===== src/rtl/gfx_blend_pkg.sv =====
// ---------------------------------------------------------------------------
// gfx_blend_pkg
// Shared types and helpers for the per-pixel blend stage.
//   blend_mode_e  : PASS, SRC_OVER, ADD_SAT, MUL (matches blend_mode_i encoding)
//   blend_state_e : transaction FSM states
//   blend_alpha() : effective alpha a' on AW+1 bits (supports AW up to 16)
// ---------------------------------------------------------------------------
package gfx_blend_pkg;

   typedef enum logic [1:0] {
      PASS     = 2'd0,
      SRC_OVER = 2'd1,
      ADD_SAT  = 2'd2,
      MUL      = 2'd3
   } blend_mode_e;

   typedef enum logic [2:0] {
      IDLE  = 3'd0,
      ALPHA = 3'd1,
      READ  = 3'd2,
      BLEND = 3'd3,
      WRITE = 3'd4,
      DONE  = 3'd5
   } blend_state_e;

   // a = (alpha*global)>>aw, a' = a + a[aw-1]. The truncating product can
   // never reach 2^aw, so full-scale alpha times full-scale global is
   // mapped explicitly to 2^aw to make fully opaque fragments detectable.
   function automatic logic [16:0] blend_alpha(input logic [15:0] alpha,
                                               input logic [15:0] global_alpha,
                                               input int unsigned aw);
      logic [31:0] max_v;
      logic [31:0] prod_v;
      logic [31:0] a_v;
      max_v  = (32'd1 << aw) - 32'd1;
      prod_v = 32'(alpha) * 32'(global_alpha);
      a_v    = prod_v >> aw;
      if ((32'(alpha) == max_v) && (32'(global_alpha) == max_v)) begin
         return 17'(32'd1 << aw);
      end else begin
         return 17'(a_v + ((a_v >> (aw - 32'd1)) & 32'd1));
      end
   endfunction

endpackage


===== src/rtl/gfx_blend_channel.sv =====
// ---------------------------------------------------------------------------
// gfx_blend_channel
// Combinational arithmetic for one colour channel, all blend modes.
//   mode   in  blend mode
//   alpha  in  effective alpha a' (AW+1 bits, 0..2^AW)
//   width  in  channel width w (already clamped to CW)
//   mask   in  2^w-1
//   src    in  source field, dst in destination field (both masked)
//   result out blended field, masked to w bits
// ---------------------------------------------------------------------------
module gfx_blend_channel
   import gfx_blend_pkg::*;
#(
   parameter int CW = 10,
   parameter int AW = 8
) (
   input  blend_mode_e     mode,
   input  logic [AW:0]     alpha,
   input  logic [3:0]      width,
   input  logic [CW-1:0]   mask,
   input  logic [CW-1:0]   src,
   input  logic [CW-1:0]   dst,
   output logic [CW-1:0]   result
);

   localparam int PW = CW + AW + 2;
   localparam int MW = 2 * CW + 1;
   localparam logic [AW:0] ALPHA_FULL = {1'b1, {AW{1'b0}}};

   logic [PW-1:0] sa_s;
   logic [PW-1:0] over_s;
   logic [PW-1:0] add_s;
   logic [CW-1:0] add_sat_s;
   logic [AW:0]   inv_alpha_s;
   logic [CW-1:0] dst_sh_s;
   logic          d_msb_s;
   logic [CW:0]   d_rnd_s;
   logic [MW-1:0] mul_s;
   logic [CW-1:0] res_s;

   // Per-mode arithmetic and mode select
   always_comb begin
      sa_s        = PW'(src) * PW'(alpha);
      inv_alpha_s = ALPHA_FULL - alpha;
      over_s      = (sa_s + PW'(dst) * PW'(inv_alpha_s)) >> AW;
      add_s       = PW'(dst) + (sa_s >> AW);
      if (add_s > PW'(mask)) begin
         add_sat_s = mask;
      end else begin
         add_sat_s = add_s[CW-1:0];
      end
      // d + d[w-1] lets a full-scale destination act as 2^w in the product
      dst_sh_s = (width == 4'd0) ? {CW{1'b0}} : (dst >> (width - 4'd1));
      d_msb_s  = dst_sh_s[0];
      d_rnd_s  = {1'b0, dst} + {{CW{1'b0}}, d_msb_s};
      mul_s    = (MW'(src) * MW'(d_rnd_s)) >> width;
      case (mode)
         SRC_OVER: res_s = over_s[CW-1:0];
         ADD_SAT:  res_s = add_sat_s;
         MUL:      res_s = mul_s[CW-1:0];
         default:  res_s = src;
      endcase
      result = res_s & mask;
   end

endmodule


===== src/rtl/gfx_blend_unit.sv =====
// ---------------------------------------------------------------------------
// gfx_blend_unit
// Per-pixel blend stage between fragment processor and renderer. Latches a
// fragment in IDLE, optionally reads the target pixel, blends per channel and
// issues one write to the renderer, then pulses ack_o.
//   clk_i, rst_i (async, active-high)
//   write_i, x/y/z, pixel_color_i, alpha_i, global_alpha_i,
//   blending_enable_i, blend_mode_i, color_comp_i : fragment in
//   ack_o                                          : fragment done pulse
//   target_request_o / target_ack_i / target_color_i / wbm_busy_i : target read
//   pixel_x/y/z_o, pixel_color_o, write_o / ack_i  : renderer write
// ---------------------------------------------------------------------------
module gfx_blend_unit
   import gfx_blend_pkg::*;
#(
   parameter int point_width = 16,
   parameter int NCH         = 3,
   parameter int CW          = 10,
   parameter int AW          = 8
) (
   input  logic                          clk_i,
   input  logic                          rst_i,
   input  logic                          blending_enable_i,
   input  logic [1:0]                    blend_mode_i,
   input  logic [4*NCH-1:0]              color_comp_i,
   input  logic                          write_i,
   input  logic [point_width-1:0]        x_counter_i,
   input  logic [point_width-1:0]        y_counter_i,
   input  logic signed [point_width-1:0] z_i,
   input  logic [31:0]                   pixel_color_i,
   input  logic [AW-1:0]                 alpha_i,
   input  logic [AW-1:0]                 global_alpha_i,
   output logic                          ack_o,
   output logic                          target_request_o,
   input  logic                          target_ack_i,
   input  logic [31:0]                   target_color_i,
   input  logic                          wbm_busy_i,
   output logic [point_width-1:0]        pixel_x_o,
   output logic [point_width-1:0]        pixel_y_o,
   output logic signed [point_width-1:0] pixel_z_o,
   output logic [31:0]                   pixel_color_o,
   output logic                          write_o,
   input  logic                          ack_i
);

   localparam int SW = 6;
   localparam logic [AW:0] ALPHA_FULL = {1'b1, {AW{1'b0}}};

   blend_state_e  state_r, state_s;
   blend_mode_e   mode_r;
   logic [31:0]   src_r, dst_r, blend_s;
   logic [AW-1:0] alpha_r, global_r;
   logic [AW:0]   alpha_eff_r, alpha_eff_s;
   logic          write_s, ack_s, req_s;
   logic          pass_s, opaque_s, clear_s, tack_s;
   logic [3:0]    width_r [NCH];
   logic [3:0]    width_s [NCH];
   logic [CW-1:0] mask_r  [NCH];
   logic [CW-1:0] mask_s  [NCH];
   logic [SW-1:0] shift_r [NCH];
   logic [SW-1:0] shift_s [NCH];
   logic [SW-1:0] shift_acc_s;
   logic [CW-1:0] src_field_s [NCH];
   logic [CW-1:0] dst_field_s [NCH];
   logic [CW-1:0] res_s       [NCH];

   assign pass_s      = !blending_enable_i || (blend_mode_i == 2'd0);
   assign alpha_eff_s = (AW+1)'(blend_alpha(16'(alpha_r), 16'(global_r), AW));
   assign opaque_s    = (mode_r == SRC_OVER) && (alpha_eff_s == ALPHA_FULL);
   assign clear_s     = (mode_r == SRC_OVER) && (alpha_eff_s == {(AW+1){1'b0}});
   assign tack_s      = target_request_o && target_ack_i;

   // Channel width clamp, mask and bit offset from the component nibbles
   always_comb begin
      shift_acc_s = {SW{1'b0}};
      for (int k = 0; k < NCH; k++) begin
         if (color_comp_i[4*k +: 4] > 4'(CW)) begin
            width_s[k] = 4'(CW);
         end else begin
            width_s[k] = color_comp_i[4*k +: 4];
         end
         mask_s[k]   = CW'((32'd1 << width_s[k]) - 32'd1);
         shift_s[k]  = shift_acc_s;
         shift_acc_s = shift_acc_s + SW'(width_s[k]);
      end
   end

   for (genvar k = 0; k < NCH; k++) begin : g_ch
      assign src_field_s[k] = CW'(src_r >> shift_r[k]) & mask_r[k];
      assign dst_field_s[k] = CW'(dst_r >> shift_r[k]) & mask_r[k];
      gfx_blend_channel #(.CW(CW), .AW(AW)) u_ch (
         .mode   (mode_r),
         .alpha  (alpha_eff_r),
         .width  (width_r[k]),
         .mask   (mask_r[k]),
         .src    (src_field_s[k]),
         .dst    (dst_field_s[k]),
         .result (res_s[k])
      );
   end

   // Reassemble channel results; bits above the last channel stay zero
   always_comb begin
      blend_s = 32'd0;
      for (int k = 0; k < NCH; k++) begin
         blend_s = blend_s | (32'(res_s[k]) << shift_r[k]);
      end
   end

   // Next state and next handshake outputs
   always_comb begin
      state_s = state_r;
      write_s = write_o;
      ack_s   = 1'b0;
      req_s   = target_request_o;
      case (state_r)
         IDLE: begin
            if (write_i) begin
               state_s = pass_s ? WRITE : ALPHA;
            end else begin
               state_s = IDLE;
            end
         end
         ALPHA: begin
            if (opaque_s) begin
               state_s = WRITE;
            end else if (clear_s) begin
               state_s = DONE;
            end else begin
               state_s = READ;
            end
         end
         READ: begin
            if (tack_s) begin
               req_s   = 1'b0;
               state_s = BLEND;
            end else begin
               req_s   = !wbm_busy_i || target_request_o;
               state_s = READ;
            end
         end
         BLEND: state_s = WRITE;
         WRITE: begin
            if (write_o && ack_i) begin
               write_s = 1'b0;
               state_s = DONE;
            end else begin
               write_s = 1'b1;
               state_s = WRITE;
            end
         end
         DONE: begin
            ack_s   = 1'b1;
            state_s = IDLE;
         end
         default: begin
            state_s = IDLE;
            write_s = 1'b0;
            req_s   = 1'b0;
         end
      endcase
   end

   // State register and handshake outputs
   always_ff @(posedge clk_i or posedge rst_i) begin
      if (rst_i) begin
         state_r          <= IDLE;
         write_o          <= 1'b0;
         ack_o            <= 1'b0;
         target_request_o <= 1'b0;
      end else begin
         state_r          <= state_s;
         write_o          <= write_s;
         ack_o            <= ack_s;
         target_request_o <= req_s;
      end
   end

   // Fragment latch and colour datapath
   always_ff @(posedge clk_i or posedge rst_i) begin
      if (rst_i) begin
         mode_r        <= PASS;
         src_r         <= 32'd0;
         dst_r         <= 32'd0;
         alpha_r       <= {AW{1'b0}};
         global_r      <= {AW{1'b0}};
         alpha_eff_r   <= {(AW+1){1'b0}};
         pixel_x_o     <= {point_width{1'b0}};
         pixel_y_o     <= {point_width{1'b0}};
         pixel_z_o     <= {point_width{1'b0}};
         pixel_color_o <= 32'd0;
         for (int k = 0; k < NCH; k++) begin
            width_r[k] <= 4'd0;
            mask_r[k]  <= {CW{1'b0}};
            shift_r[k] <= {SW{1'b0}};
         end
      end else begin
         case (state_r)
            IDLE: begin
               if (write_i) begin
                  mode_r    <= pass_s ? PASS : blend_mode_e'(blend_mode_i);
                  src_r     <= pixel_color_i;
                  alpha_r   <= alpha_i;
                  global_r  <= global_alpha_i;
                  pixel_x_o <= x_counter_i;
                  pixel_y_o <= y_counter_i;
                  pixel_z_o <= z_i;
                  for (int k = 0; k < NCH; k++) begin
                     width_r[k] <= width_s[k];
                     mask_r[k]  <= mask_s[k];
                     shift_r[k] <= shift_s[k];
                  end
                  if (pass_s) begin
                     pixel_color_o <= pixel_color_i;
                  end
               end
            end
            ALPHA: begin
               alpha_eff_r <= alpha_eff_s;
               if (opaque_s) begin
                  pixel_color_o <= src_r;
               end
            end
            READ: begin
               if (tack_s) begin
                  dst_r <= target_color_i;
               end
            end
            BLEND: pixel_color_o <= blend_s;
            default: ;
         endcase
      end
   end

endmodule


===== config.mk =====
export PLATFORM = sky130hd
export DESIGN_NAME = gfx_blend_unit
export DESIGN_NICKNAME = d
export VERILOG_FILES = /design/src/rtl/gfx_blend_pkg.sv /design/src/rtl/gfx_blend_channel.sv /design/src/rtl/gfx_blend_unit.sv
export SDC_FILE = /design/constraint.sdc
export NUM_CORES = 2
export LEC_CHECK = 0
export CAP_MARGIN = 20
export CELL_PAD_IN_SITES_DETAIL_PLACEMENT = 1
export CELL_PAD_IN_SITES_GLOBAL_PLACEMENT = 2
export CORE_MARGIN = 3
export CORE_UTILIZATION = 42
export DETAILED_ROUTE_END_ITERATION = 10
export PLACE_DENSITY = 0.95
export SYNTH_ARGS = -nofsm -noshare
export SYNTH_HDL_FRONTEND = slang
export SYNTH_SLANG_ARGS = --single-unit

===== constraint.sdc =====
create_clock -name clk_i -period 19.2 [get_ports clk_i]
set_clock_uncertainty 0.05 [all_clocks]
set_input_delay 1.92 -clock clk_i [delete_from_list [all_inputs] [get_ports clk_i]]
set_output_delay 1.92 -clock clk_i [all_outputs]
set_load 0.02 [all_outputs]

==> results.cfg <==
[grt]
grt_start_max_net_pins = 169
grt_overflow = 0
grt_pass1_wl_mm = 341
grt.total_usage_pct = 32.1
grt_pass1_vias = 56500
grt_antenna_before_repair = 15

[synth]
yosysUniqueCellTypes = 101
synth_compound_area_share_pct = 14.3
synthSimpleGateAreaFrac_pct = 21.0
synth_fp_nets = 8182
ys_seq_area_share_pct = 10.0
ys_ff_latch = 221
synth.area.top_cells = fa_1, ha_1, dfrtp_1, nand2_1, inv_1
ys_warn_count = 0
yosys-top-cells-count = nand2_1, inv_1, fa_1, ha_1, nor2_1
synth.area.mux_share_pct = 7.52
syn-instance-count = 6886
synth_flop_cell = dfrtp_1
synth_top_area_share_pct = 22.7
syn_area_um2 = 55100
synth_area_per_cell_um2 = 8.01
synth_top_family_by_area = adder cells
synth_area_leader_cell = fa_1
synth-adder-area-share_pct = 34.5
ys_async_sr_fraction_pct = 100
yosysMostFrequentCell = nand2_1
synth_xor_area_share_pct = 3.30
synth_edf_count = 0

[timing]
finalHoldViolCount = 0
maxSlewHeadroom_pct = 21.4
drv_slew = 0
period_share_pct = 73.1
whs_ps = 421
setup_tns_ps = 0
setup_viol = 0
clock.fmax_ghz = 0.0712
worst_slew_pin_slew_ps = 1180
rsz0062_at_grt = no
period_minus_slack_ps = 14040
worst_slack_ps = 5160

[worst_setup_path]
worst_setup_path_start_kind = register
arrival_ps = 14430
r2r_cells = 44
crit_top_cell = inv_1
endpoint_kind = register
regToRegSetupSlack_ps = 5160
critical_path.max_stage_delay_ps = 820
r2r_start = width_r[10]
endpoint = pixel_color_o[13]
cp-startpoint = width_r[10]
crit_type = register to register
slowest_stage = o21ai_0
r2r_end = pixel_color_o[13]
required_ps = 19600
path_max_fanout = 32

[routing]
post_drt_via_cell_ratio = 6.11
num_vias = 52800
ant_nets = 0
finalWirelength_mm = 221
first_iter_violations = 4715
drt-pass1-iter-count = 6
drc = 0
wl_per_cell_um = 25.6

[clock_tree]
cts_root_buf = clkbuf_16
clockBufferDepth = 3
cts_made_buffers = 26
cts_tree = built
cts_hold_buf = 0
h-tree-depth = 1
ctsResizeCount = 0
clkSinkCount = 221
post-cts-setup-buffers = 0
clock_latency_ps = 620
path_clk_slew_ps = 70

[finish]
fin_util_pct = 46.2
syn2layout_area_growth_pct = 8.89
final_nets = 8172
layout-drive-gt1-share_pct = 6.28
fill_cells = 15800

[floorplanning]
core_um2 = 130000
die_area_um2 = 136000
start_util_pct = 42.4
boundaryPins = 232
rows = 132
die_w_um = 368
die_h_um = 368

[placement]
portBuffers = 231
place.gp.congestion = 1.02
place_hpwl_mm = 175
place_ws_ps = 5530

[run]
drv_cap = 0

[status]
status = complete, no violations

[min_path]
min_path_type = register to register
## layout make-up
type | count | area, µm² | share of cell area, %
repair buffers | 364 | 3320 | 5.53
inverters | 940 | 3540 | 5.89
clock inverters | 10 | 100 | 0.167
multi-input cells | 5323 | 44600 | 74.3
well taps | 1742 | 2180 | 3.63
diodes | 6 | 15.0 | 0.0250
flip-flops and latches | 221 | 5550 | 9.24
clock buffers | 35 | 744 | 1.24
## sequential cells by signal (all words and copies together), names as in the netlist
register	cells
ack_o	1
alpha_eff_r	9
alpha_r	8
dst_r	32
global_r	8
mask_r	30
mode_r	2
pixel_color_o	32
pixel_x_o	16
pixel_y_o	16
pixel_z_o	16
shift_r	5
src_r	32
state_r	3
target_request_o	1
width_r	9
write_o	1
## worst min-delay path by stage
stage | from | to | slack (ps) | cells after the start
2_1_floorplan | src_r[26] | src_r[26] | 430 | 2
3_3_place_gp | pixel_z_o[4] | pixel_z_o[4] | 410 | 2
3_5_place_dp | pixel_x_o[8] | pixel_x_o[8] | 410 | 2
4_1_cts | pixel_x_o[8] | pixel_x_o[8] | 430 | 2
5_1_grt | pixel_y_o[5] | pixel_y_o[5] | 450 | 2
6_report | pixel_z_o[7] | pixel_z_o[7] | 420 | 2
## critical path: cells and delay by family, from the launching register on
| kind | cells | cell delay (ps) |
|---|---|---|
| DFF | 1 | 630 |
| buffers and inverters | 8 | 1380 |
| muxes | 2 | 810 |
| xor gates and xnor gates | 1 | 680 |
| and+or+nand+nor | 9 | 1810 |
| adders and majority gates | 8 | 3100 |
| AOI/OAI and AO/OA | 16 | 5400 |
## per-stage QoR
| step | cells | instance area [µm²] |
|---|---|---|
| 2_1_floorplan | 6886 | 55100 |
| 3_3_place_gp | 8588 | 59200 |
| 3_5_place_dp | 8588 | 59200 |
| 4_1_cts | 8633 | 60000 |
| 5_1_grt | 8637 | 60000 |
| 6_report | 8641 | 60000 |
## metal layers
layer,wire length (µm),up-vias,track usage [%]
li1,-,23000,-
met1,90700,26900,42.7
met2,100000,2317,51.6
met3,19100,495,5.45
met4,10900,10,13.8
met5,54,-,0
## cells by family after synthesis
family	Yosys count
xor gates and xnor gates	203
buffers and inverters	1342
DFF	221
AOI/OAI and AO/OA	1170
muxes	290
and+or+nand+nor	2513
adders and majority gates	1147
## layout by cell type (no fill, tap or decap), drive strengths merged, types with 125 or more instances in the layout
cell type and count:
a21oi 261, fa 624, buf 133, nor2 499
o21ai 256, inv 929, nand2 1097, and2 204
ha 523, clkdlybuf4s50 231, xnor2 132, dfrtp 221
and3 189, mux2i 125
Power is left out: the tool's default activity adds up to more than one toggle a clock period on the data nets, which glitch-free logic cannot reach.
